## config.mk

```make
export PLATFORM = sky130hd
export DESIGN_NAME = shared_ram_arbiter
export DESIGN_NICKNAME = d
export VERILOG_FILES = /design/src/rtl/shared_ram_arbiter.sv
export SDC_FILE = /design/constraint.sdc
export NUM_CORES = 1
export LEC_CHECK = 0
export CAP_MARGIN = 5
export CORE_MARGIN = 3
export CORE_UTILIZATION = 43
export DETAILED_ROUTE_END_ITERATION = 8
export GPL_ROUTABILITY_DRIVEN = 0
export PLACE_DENSITY = 0.87
export SYNTH_ARGS = -nofsm -noshare
export SYNTH_HDL_FRONTEND = slang
export SYNTH_SLANG_ARGS = --single-unit
```

## constraint.sdc

```tcl
create_clock -name clk -period 3.62 [get_ports clk]
set_input_delay 1.086 -clock clk [delete_from_list [all_inputs] [get_ports clk]]
set_output_delay 1.086 -clock clk [all_outputs]
set_load 0.01 [all_outputs]
```

## src/rtl/shared_ram_arbiter.sv

```systemverilog
// Arbiter sharing one single-port synchronous RAM between the 6502 CPU bus and
// the video scan-out reader; video has priority, CPU wait is bounded.
module shared_ram_arbiter #(
    parameter int unsigned AW       = 16,
    parameter int unsigned DW       = 8,
    parameter int unsigned RD_LAT   = 1,
    parameter int unsigned MAX_WAIT = 4
) (
    input  logic          clk,
    input  logic          reset_n,

    input  logic          cpu_req,
    input  logic          cpu_we,
    input  logic [AW-1:0] cpu_addr,
    input  logic [DW-1:0] cpu_wdata,
    output logic          cpu_gnt,
    output logic          cpu_rvalid,
    output logic [DW-1:0] cpu_rdata,

    input  logic          vid_req,
    input  logic [AW-1:0] vid_addr,
    output logic          vid_gnt,
    output logic          vid_rvalid,
    output logic [DW-1:0] vid_rdata,

    output logic          mem_en,
    output logic          mem_we,
    output logic [AW-1:0] mem_addr,
    output logic [DW-1:0] mem_wdata,
    input  logic [DW-1:0] mem_rdata
);

    localparam int unsigned CW    = 4;
    localparam int unsigned TAG_N = RD_LAT + 1;
    localparam int unsigned RET_I = RD_LAT;

    logic [CW-1:0]    cpu_wait_q, cpu_wait_d;
    logic             mem_en_q, mem_en_d;
    logic             mem_we_q, mem_we_d;
    logic [AW-1:0]    mem_addr_q, mem_addr_d;
    logic [DW-1:0]    mem_wdata_q, mem_wdata_d;
    logic [TAG_N-1:0] tag_vld_q, tag_vld_d;
    logic [TAG_N-1:0] tag_cpu_q, tag_cpu_d;
    logic             cpu_rvalid_q, cpu_rvalid_d;
    logic             vid_rvalid_q, vid_rvalid_d;
    logic [DW-1:0]    cpu_rdata_q, cpu_rdata_d;
    logic [DW-1:0]    vid_rdata_q, vid_rdata_d;

    logic             new_vld;
    logic             ret_vld;
    logic             ret_cpu;

    // Grant: video wins a tie unless the CPU has waited MAX_WAIT cycles.
    always_comb begin
        cpu_gnt = cpu_req && (!vid_req || (cpu_wait_q == CW'(MAX_WAIT)));
        vid_gnt = vid_req && !cpu_gnt;
    end

    // Starvation counter; saturating, so MAX_WAIT=0 pins it at the grant level.
    always_comb begin
        cpu_wait_d = cpu_wait_q;
        if (!cpu_req || cpu_gnt) begin
            cpu_wait_d = '0;
        end else if (cpu_wait_q != CW'(MAX_WAIT)) begin
            cpu_wait_d = cpu_wait_q + CW'(1);
        end
    end

    // Issue stage: the granted request is presented to the RAM one cycle later.
    always_comb begin
        mem_en_d    = cpu_gnt || vid_gnt;
        mem_we_d    = cpu_gnt && cpu_we;
        mem_addr_d  = mem_addr_q;
        mem_wdata_d = mem_wdata_q;
        if (cpu_gnt) begin
            mem_addr_d = cpu_addr;
            if (cpu_we) begin
                mem_wdata_d = cpu_wdata;
            end
        end else if (vid_gnt) begin
            mem_addr_d = vid_addr;
        end
    end

    // Return tags travel alongside the RAM read pipeline; writes carry no tag.
    always_comb begin
        new_vld   = (cpu_gnt && !cpu_we) || vid_gnt;
        tag_vld_d = {tag_vld_q[TAG_N-2:0], new_vld};
        tag_cpu_d = {tag_cpu_q[TAG_N-2:0], cpu_gnt};
    end

    always_comb begin
        ret_vld      = tag_vld_q[RET_I];
        ret_cpu      = tag_cpu_q[RET_I];
        cpu_rvalid_d = ret_vld && ret_cpu;
        vid_rvalid_d = ret_vld && !ret_cpu;
        cpu_rdata_d  = cpu_rdata_q;
        vid_rdata_d  = vid_rdata_q;
        if (cpu_rvalid_d) begin
            cpu_rdata_d = mem_rdata;
        end
        if (vid_rvalid_d) begin
            vid_rdata_d = mem_rdata;
        end
    end

    always_ff @(posedge clk or negedge reset_n) begin
        if (!reset_n) begin
            cpu_wait_q   <= '0;
            mem_en_q     <= 1'b0;
            mem_we_q     <= 1'b0;
            mem_addr_q   <= '0;
            mem_wdata_q  <= '0;
            tag_vld_q    <= '0;
            tag_cpu_q    <= '0;
            cpu_rvalid_q <= 1'b0;
            vid_rvalid_q <= 1'b0;
            cpu_rdata_q  <= '0;
            vid_rdata_q  <= '0;
        end else begin
            cpu_wait_q   <= cpu_wait_d;
            mem_en_q     <= mem_en_d;
            mem_we_q     <= mem_we_d;
            mem_addr_q   <= mem_addr_d;
            mem_wdata_q  <= mem_wdata_d;
            tag_vld_q    <= tag_vld_d;
            tag_cpu_q    <= tag_cpu_d;
            cpu_rvalid_q <= cpu_rvalid_d;
            vid_rvalid_q <= vid_rvalid_d;
            cpu_rdata_q  <= cpu_rdata_d;
            vid_rdata_q  <= vid_rdata_d;
        end
    end

    assign mem_en     = mem_en_q;
    assign mem_we     = mem_we_q;
    assign mem_addr   = mem_addr_q;
    assign mem_wdata  = mem_wdata_q;
    assign cpu_rvalid = cpu_rvalid_q;
    assign cpu_rdata  = cpu_rdata_q;
    assign vid_rvalid = vid_rvalid_q;
    assign vid_rdata  = vid_rdata_q;

endmodule

```

* Word level (Yosys, flattened, before mapping) *
Cells that the tools add are included.

cells by class
  $add $sub $neg = 1
  eq/ne operators = 2
  mux-type cells = 4
  reductions and logical operators = 18

operator list
  operator             count
  $mux 16              2
  $mux 4               2
  $logic_and 1x1->1    6
  $logic_not 1->1      5
  $add 4x1->4 const B  1
  $eq 4x3->1 const B   1
  $logic_or 1x1->1     4
  $ne 4x3->1 const B   1
  $reduce_bool 2->1    2
  $reduce_and 2->1     1

storage, ports and cells
  bits in registers = 52
  bits of input ports = 53
  word-level logic and storage cells = 36

* Depth between registers and ports, before layout *
Gate-level depths: netlist (run 1).

  depth after elaboration = 7
  mapped depth = 7

* Worst setup path before layout (run 1) *
No wires, ideal clock.

  path type = in2out
  start point = input port cpu_req
  end point = output port cpu_gnt
  arrival time = 1.758 ns
  setup slack = 0.776 ns
  cell stages on the path = 4
  path buffers = 2
  path through = and4b_4 or2_1 buf_6 buf_6

between the ends
  word-level cells in the longest chain between the ends = 1

ends and longest elaborated chain
  element             line  source
  start: declaration  12    input logic cpu_req,
  $logic_and 1x1->1   55    cpu_gnt = cpu_req && (!vid_req || (cpu_wait_q == CW'(MAX_WAIT)));
  end: declaration    16    output logic cpu_gnt,

Every way passes these cells.

* Worst setup path after layout (run 1) *
Same ends and word-level chain as after synthesis.

==> flow_summary.json, run 1 <==
{
  "status": "finished clean",
  "r2r_cells": 6,
  "relSlewSlack_pct": 56.1,
  "synth_area_leaders": "dfrtp_1 (64%), mux2_2 (13%), a221o_1 (7.9%)",
  "ys_seq_area_share_pct": 64.0,
  "switchingPower_w": 0.000335,
  "pin_count": 99,
  "synth_xor_xnor_area_share_pct": 0.862,
  "ys_types": 21,
  "critPathRequiredTime_ns": 2.53,
  "final_common_cell": "clkdlybuf4s50_1",
  "finalCriticalPeriod_ns": 3.38,
  "power_density_nw_per_um2": 424,
  "hold_violations": 0,
  "hold_buffers": 0,
  "cts_sinks": 52,
  "root_buffer": "clkbuf_8",
  "worst-path-stages": 4,
  "initial_core_util_pct": 45.7,
  "final_cell_mix": "clkdlybuf4s50_1 (95), dfrtp_1 (52), mux2_2 (24)",
  "postSynthAreaPerCell_um2": 14.4,
  "fin_util_pct": 71.0,
  "start_kind": "input port",
  "finalCritPeriodShare_pct": 93.4,
  "internal-power_w": 0.00100,
  "rsz0062_at_grt": "false",
  "fin_nets": 301,
  "synthAdderAreaFrac_pct": 1.23,
  "cts_max_path_buffers": 2,
  "layout-drive-gt1-share_pct": 16.3,
  "placement.io_buffers": 98,
  "finalMaxSlewViolations": 0,
  "drt_iter0_drc": 64,
  "drc": 0,
  "dr.pass1.iters": 4,
  "final_cell_area_um2": 3160,
  "cap_violations": 0,
  "setup_viol": 0,
  "p_sw_share_pct": 25.0,
  "max_freq_ghz": 0.296,
  "critPathMaxFanout": 4,
  "antenna_found_initial": 0,
  "cts.clk_slew.worst_paths_ns": 0.09,
  "die-area_um2": 5590,
  "die_w_um": 74.7,
  "num_vias": 1498,
  "ys.warnings.count": 0,
  "numCtsBuffers": 5,
  "grt_overflow": 0,
  "p_seq_share_pct": 51.2,
  "leakagePower_nw": 1.36,
  "whs_path_depth": 0,
  "arrival_ns": 2.29,
  "critical_path.top_delay_family": "buffers and inverters",
  "synthToLayoutAreaGrowth_pct": 55.4,
  "grt_pass1_vias": 1643,
  "peakVddDrop_v": 0.000215,
  "wl_per_cell_um": 15.7,
  "die_h_um": 74.7,
  "grt_pass1_wl_mm": 7.64,
  "worstMarginPinSlew_ns": 0.658,
  "cts_max_level": 2,
  "synth_top_area_share_pct": 64.0,
  "synth_top_family_by_area": "multiplexers",
  "criticalPathCategory": "in2out",
  "cts_tree": "yes",
  "insertion_delay_ns": 0.30,
  "synthSimpleGateAreaFrac_pct": 8.37,
  "drt_wl_total_mm": 4.67,
  "synthCells": 141,
  "via_per_inst": 5.03,
  "dp_hpwl_mm": 3.70,
  "synth_compound_area_share_pct": 8.93,
  "n_fill_cell": 308,
  "ys_ff_latch": 52,
  "path_cells": "clkdlybuf4s50_1, and4b_4, or2_1, dlygate4sd2_1",
  "share_comb_of_total_power_pct": 25.6,
  "clock_power_share_pct": 23.2,
  "syn_area_um2": 2030,
  "crit_path_max_incr_delay_ns": 0.45,
  "path_buf_inv": 2,
  "rows": 24,
  "place_area_um2": 3080,
  "grt_max_degree": 32,
  "finalPower_w": 0.00134,
  "syn-num-nets": 196,
  "grt_use_total_pct": 18.3,
  "synthMuxAreaShare_pct": 13.3,
  "synth_largest_area_cell": "dfrtp_1",
  "crit_path_top_delay_cell": "clkdlybuf4s50_1",
  "core-area_um2": 4440,
  "critPathCaptureType": "output port",
  "ant_nets": 0,
  "fin_skew_ns": 0.00621,
  "worstHoldPathType": "reg2reg",
  "num_antenna_cells": 0
}
power by group through the flow:
stage                     Clock, W  Combinational (W)  Sequential, W
final                     0.000311           0.000342       0.000686
after global routing      0.000345           0.000370       0.000694
after CTS                 0.000320           0.000348       0.000687
after detailed placement         0           0.000349       0.000698
after global placement           0           0.000340       0.000693
after floorplan                  0          0.0000877       0.000726
synthesized netlist by cell type:
cell	number
inv_1	7
nor2_1	5
nor2b_1	2
dfrtp_1	52
and2_1	16
ha_1	2
a221o_1	16
clkbuf_1	2
mux2_2	24
nand2b_1	1
o211ai_1	1
nand2_1	2
o21ai_2	1
a21oi_1	1
xnor2_1	1
nand3_1	1
buf_6	2
buf_2	2
xor2_1	1
and4b_4	1
or2_1	1
flip-flops by register name, summed over array words and instances, names as in the netlist:
name	flops
cpu_rvalid	1
mem_wdata	8
mem_we	1
vid_rvalid	1
tag_cpu_q	2
cpu_rdata	8
vid_rdata	8
mem_addr	16
tag_vld_q	2
cpu_wait_q	4
mem_en	1
final timing paths:
path	startpoint	to	slack, ns
max reg2reg	cpu_wait_q[0]$_DFFE_PN0P_	mem_wdata[3]$_DFFE_PN0P_	1.71
min in group asynchronous	reset_n	vid_rdata[5]$_DFFE_PN0P_	0.81
min reg2reg	tag_cpu_q[0]$_DFF_PN0_	tag_cpu_q[1]$_DFF_PN0_	0.35
max	cpu_req	cpu_gnt	0.24
max in group asynchronous	reset_n	mem_wdata[2]$_DFFE_PN0P_	2.08
min	tag_cpu_q[0]$_DFF_PN0_	tag_cpu_q[1]$_DFF_PN0_	0.35
kinds of logic after synthesis:
| group | after synthesis |
|---|---|
| flops | 52 |
| simple gates | 29 |
| mux | 24 |
| compound gates | 19 |
| buf+inv | 13 |
| xor+xnor | 2 |
| fa+ha+maj | 2 |
metal layers:
metal  GRT usage (%)  vias up  share of wire, %
met5               0        -                 0
met4            4.74        0               1.1
met3            6.54        6               8.4
met2            31.7       69                50
met1            21.8      718                40
li1                -      705                 -
area by class of cell:
class | instances | area (um^2) | share of cell area (%)
Sequential cell | 52 | 1300 | 41.2
Timing Repair Buffer | 104 | 1020 | 32.3
Tap cell | 52 | 65.1 | 2.06
Inverter | 7 | 26.3 | 0.832
Clock inverter | 2 | 12.5 | 0.396
Multi-Input combinational cell | 76 | 664 | 21.0
Clock buffer | 5 | 68.8 | 2.18
timing repair:
action | 4_1_cts | 5_1_grt
setup buffers | 0 | 0
endpoints found under the setup margin | 2 | 0
resized for setup | 2 | 0
stage by stage:
| stage | instances | setup TNS [ns] | hold WS, ns | setup slack, ns |
|---|---|---|---|---|
| global placement | 291 | -0.0141 | 0.332 | -0.00726 |
| detailed placement | 291 | -0.0275 | 0.338 | -0.0158 |
| floorplan | 141 | 0 | 0.331 | 0.776 |
| finish | 298 | 0 | 0.352 | 0.240 |
| global route | 298 | 0 | 0.366 | 0.163 |
| CTS | 298 | 0 | 0.355 | 0.228 |
Note: power is estimated with default switching activity, not from simulation.
==> run 2, diff against run 1 <==
- CORE_MARGIN: 3 -> unset
==> flow_summary.json, run 2 (synthesized netlist as in run 1, its figures left out) <==
{
  "status": "finished with violations",
  "violations": "DRC",
  "crit_path_max_incr_delay_ns": 0.58,
  "layout-drive-gt1-share_pct": 16.2,
  "rows": 24,
  "cts_max_level": 2,
  "critPathMaxFanout": 4,
  "crit_path_top_delay_cell": "clkdlybuf4s50_1",
  "critPathRequiredTime_ns": 2.53,
  "peakVddDrop_v": 0.000219,
  "crit_start": "cpu_req",
  "fin_util_pct": 71.6,
  "fin_skew_ns": 0.00310,
  "final_common_cell": "clkdlybuf4s50_1",
  "worstHoldPathType": "reg2reg",
  "dp_hpwl_mm": 3.21,
  "final_cell_mix": "clkdlybuf4s50_1 (96), dfrtp_1 (52), mux2_2 (24)",
  "via_per_inst": 5.00,
  "fin_ws_ns": 0.0531,
  "grt_pass1_wl_mm": 7.21,
  "num_antenna_cells": 0,
  "core-area_um2": 4440,
  "die_h_um": 70.7,
  "finalCritPeriodShare_pct": 98.5,
  "r2r_cells": 6,
  "r2r-start": "cpu_wait_q[0]$_DFFE_PN0P_",
  "worstMarginPinSlew_ns": 0.642,
  "pin_count": 99,
  "timing.hold.ws_ns": 0.358,
  "root_buffer": "clkbuf_8",
  "die-area_um2": 5000,
  "cts_tree": "yes",
  "start_kind": "input port",
  "cts.clk_slew.worst_paths_ns": 0.09,
  "leakagePower_nw": 1.38,
  "placement.io_buffers": 98,
  "path_cells": "clkdlybuf4s50_1, and4b_4, nor2b_1, clkdlybuf4s50_1",
  "initial_core_util_pct": 45.7,
  "place_ws_ns": -0.00561,
  "grt_pass1_vias": 1567,
  "grt_max_degree": 53,
  "cp_common_cell": "clkdlybuf4s50_1",
  "critical_path.top_delay_family": "buffers and inverters",
  "wl_per_cell_um": 14.9,
  "setup_viol": 0,
  "num_vias": 1494,
  "insertion_delay_ns": 0.29,
  "arrival_ns": 2.48,
  "antenna_found_initial": 0,
  "hold_buffers": 0,
  "cap_violations": 0,
  "critPathCaptureType": "output port",
  "cts_max_path_buffers": 2,
  "grt_use_total_pct": 18.5,
  "drt_iter0_drc": 98,
  "relSlewSlack_pct": 57.2,
  "drc": 16,
  "n_fill_cell": 339,
  "die_w_um": 70.7,
  "crit_end": "vid_gnt",
  "fin_nets": 301,
  "finalCriticalPeriod_ns": 3.57,
  "largest_register_ffs": 16,
  "ant_nets": 0,
  "r2r_end": "mem_wdata[7]$_DFFE_PN0P_",
  "finalPower_w": 0.00141,
  "cts_sinks": 52,
  "dr.pass1.iters": 6,
  "path_buf_inv": 2,
  "place_area_um2": 3080,
  "max_freq_ghz": 0.280,
  "worst-path-stages": 4,
  "hold_violations": 0,
  "grt_overflow": 0,
  "rsz0062_at_grt": "false",
  "final_cell_area_um2": 3180,
  "regToRegSetupSlack_ns": 1.71,
  "numCtsBuffers": 5,
  "criticalPathCategory": "in2out",
  "finalMaxSlewViolations": 0,
  "drt_wl_total_mm": 4.47,
  "synthToLayoutAreaGrowth_pct": 56.7,
  "power_density_nw_per_um2": 443
}
-- run 2: through the flow --
step	std cells	TNS (ns)
3_3_place_gp	291	0
5_1_grt	299	0
2_1_floorplan	141	0
6_report	299	0
3_5_place_dp	291	-0.00561
4_1_cts	299	0
-- run 2: worst min path at each step --
stage                            from                endpoint  slack, ns  cells past startpoint
2_1_floorplan  tag_cpu_q[0]$_DFF_PN0_  tag_cpu_q[1]$_DFF_PN0_       0.33                      0
3_3_place_gp   tag_cpu_q[0]$_DFF_PN0_  tag_cpu_q[1]$_DFF_PN0_       0.33                      0
3_5_place_dp   tag_vld_q[0]$_DFF_PN0_  tag_vld_q[1]$_DFF_PN0_       0.34                      0
4_1_cts        tag_vld_q[0]$_DFF_PN0_  tag_vld_q[1]$_DFF_PN0_       0.37                      0
5_1_grt        tag_vld_q[0]$_DFF_PN0_  tag_vld_q[1]$_DFF_PN0_       0.36                      0
6_report       tag_vld_q[0]$_DFF_PN0_  tag_vld_q[1]$_DFF_PN0_       0.36                      0
-- run 2: metal layers --
layer  global-route usage (%)  share of wire, %  vias to the layer above
met5                        0                 0                        -
met4                     4.22               1.1                        0
met3                     5.56               7.6                        4
met2                     32.3                49                       67
met1                     22.8                42                      714
li1                         -                 -                      709
-- run 2: final cells by class --
cell class | instances | area (um^2) | area share [%]
Clock buffer | 6 | 72.6 | 2.28
Clock inverter | 2 | 35.0 | 1.10
Inverter | 7 | 26.3 | 0.825
Multi-Input combinational cell | 76 | 664 | 20.9
Sequential cell | 52 | 1300 | 40.9
Tap cell | 52 | 65.1 | 2.04
Timing Repair Buffer | 104 | 1020 | 32.0
-- run 2: timing repair --
item / 4_1_cts / 5_1_grt
setup endpoints to repair: 1 / 0
resized for setup: 1 / 0
buffers inserted: 0 / 0
-- run 2: power breakdown --
part	total, W	switching, W	leakage (nW)	internal, W
registers	0.000684	0.0000338	0.626	0.000651
clock network	0.000386	0.000181	0.0552	0.000205
logic	0.000340	0.000118	0.694	0.000222
==> run 3, diff against run 2 <==
- MAX_ROUTING_LAYER: unset -> met4
- SLEW_MARGIN: unset -> 15
==> flow_summary.json, run 3 (synthesized netlist as in run 1, its figures left out) <==
{
  "violations": "DRC",
  "rsz0062_at_grt": "false",
  "wl_per_cell_um": 14.9,
  "die-area_um2": 5000,
  "path_cells": "clkdlybuf4s50_1, and4b_4, nor2b_1, clkdlybuf4s50_1",
  "dp_hpwl_mm": 3.21,
  "cts_max_path_buffers": 2,
  "drc": 16,
  "hold_violations": 0,
  "hold_buffers": 0,
  "via_per_inst": 4.99,
  "final_cell_mix": "clkdlybuf4s50_1 (96), dfrtp_1 (52), mux2_2 (24)",
  "path_buf_inv": 2,
  "setup_viol": 0,
  "finalPower_w": 0.00141,
  "antenna_found_initial": 0,
  "cts_max_level": 2,
  "finalCritPeriodShare_pct": 98.6,
  "worstMarginPinSlew_ns": 0.641,
  "numCtsBuffers": 5,
  "cts.clk_slew.worst_paths_ns": 0.09,
  "pin_count": 99,
  "use_met3_pct": 5.13,
  "grt_pass1_wl_mm": 7.22,
  "n_fill_cell": 339,
  "die_w_um": 70.7,
  "finalMaxSlewViolations": 0,
  "num_vias": 1491,
  "crit_path_max_incr_delay_ns": 0.58,
  "drt_iter0_drc": 106,
  "cap_violations": 0,
  "cts_sinks": 52,
  "root_buffer": "clkbuf_8",
  "drt_wl_total_mm": 4.47,
  "largest_register_ffs": 16,
  "critPathMaxFanout": 4,
  "post_cts.repair.setup_buffers": 0,
  "grt_use_total_pct": 19.1,
  "placement.io_buffers": 98,
  "status": "finished with violations",
  "grt-busiest-layer": "met2",
  "ant_nets": 0,
  "finalCriticalPeriod_ns": 3.57,
  "power_density_nw_per_um2": 443,
  "synthToLayoutAreaGrowth_pct": 56.7,
  "cts_tree": "yes",
  "layout-drive-gt1-share_pct": 16.2,
  "criticalPathCategory": "in2out",
  "arrival_ns": 2.48,
  "grt_pass1_vias": 1565,
  "initial_core_util_pct": 45.7,
  "rows": 24,
  "max_freq_ghz": 0.280,
  "dr.pass1.iters": 6,
  "worstHoldPathType": "reg2reg",
  "fin_nets": 301,
  "fin_ws_ns": 0.0505,
  "met2_usage_pct": 32.3,
  "die_h_um": 70.7,
  "peakVddDrop_v": 0.000219,
  "leakagePower_nw": 1.38,
  "relSlewSlack_pct": 57.2,
  "insertion_delay_ns": 0.30,
  "final_common_cell": "clkdlybuf4s50_1",
  "crit_path_top_delay_cell": "clkdlybuf4s50_1",
  "grt_max_degree": 53,
  "num_antenna_cells": 0,
  "critical_path.top_delay_family": "buffers and inverters",
  "grt_overflow": 0,
  "grt_use_met1_pct": 23.0,
  "place_area_um2": 3080,
  "critPathRequiredTime_ns": 2.53,
  "cp_common_cell": "clkdlybuf4s50_1",
  "place_ws_ns": -0.00561,
  "start_kind": "input port",
  "core-area_um2": 4440,
  "fin_skew_ns": 0.00407,
  "critPathCaptureType": "output port",
  "final_cell_area_um2": 3180
}
==> run 3: cell counts in the layout (fill, tap and decap cells not counted) <==
Identical to the previous run, type by type.
==> run 3: layer usage <==
metal  vias to the layer above  routed length, um  share of wire (%)
li1                        709                  -                  -
met1                       711               1910                 43
met2                        67               2190                 49
met3                         4                314                7.0
met4                         0                 51                1.1
met5                         -                  0                  0
==> run 3: cell type report <==
type	count	area, um^2	area share [%]
flip-flops and latches	52	1300	40.9
repair buffers	104	1020	32.0
multi-input cells	76	664	20.9
clock buffers	6	72.6	2.28
well taps	52	65.1	2.04
clock inverters	2	35.0	1.10
inverters	7	26.3	0.825
==> run 3: per-stage QoR <==
step | hold slack, ns | cells | TNS, ns | util, %
finish | 0.357 | 299 | 0 | 71.6
CTS | 0.366 | 299 | 0 | 71.6
detailed placement | 0.344 | 291 | -0.00561 | 69.3
global placement | 0.332 | 291 | 0 | 69.3
global route | 0.363 | 299 | 0 | 71.6
floorplan | 0.331 | 141 | 0 | -
==> run 3: where the power goes <==
part,switching (W),internal [W],total (W),leakage [nW]
sequential,0.0000337,0.000651,0.000684,0.626
combinational,0.000118,0.000222,0.000340,0.694
clock,0.000181,0.000205,0.000387,0.0552
total,0.000333,0.00108,0.00141,1.38
==> run 3: path summary, 6_finish.rpt <==
check | to | startpoint | depth (start not counted) | slack (ns)
max | vid_gnt | cpu_req | 4 | 0.05
min | tag_vld_q[1]$_DFF_PN0_ | tag_vld_q[0]$_DFF_PN0_ | 0 | 0.36
max reg2reg | mem_wdata[7]$_DFFE_PN0P_ | cpu_wait_q[0]$_DFFE_PN0P_ | 6 | 1.70
min reg2reg | tag_vld_q[1]$_DFF_PN0_ | tag_vld_q[0]$_DFF_PN0_ | 0 | 0.36
max in group asynchronous | mem_wdata[1]$_DFFE_PN0P_ | reset_n | 2 | 2.30
min in group asynchronous | vid_rdata[6]$_DFFE_PN0P_ | reset_n | 2 | 0.89
==> run 3: timing repair <==
item                                    CTS  global route
endpoints found under the setup margin    1             0
gates resized for setup                   1             0
hold endpoints to repair                  0             0
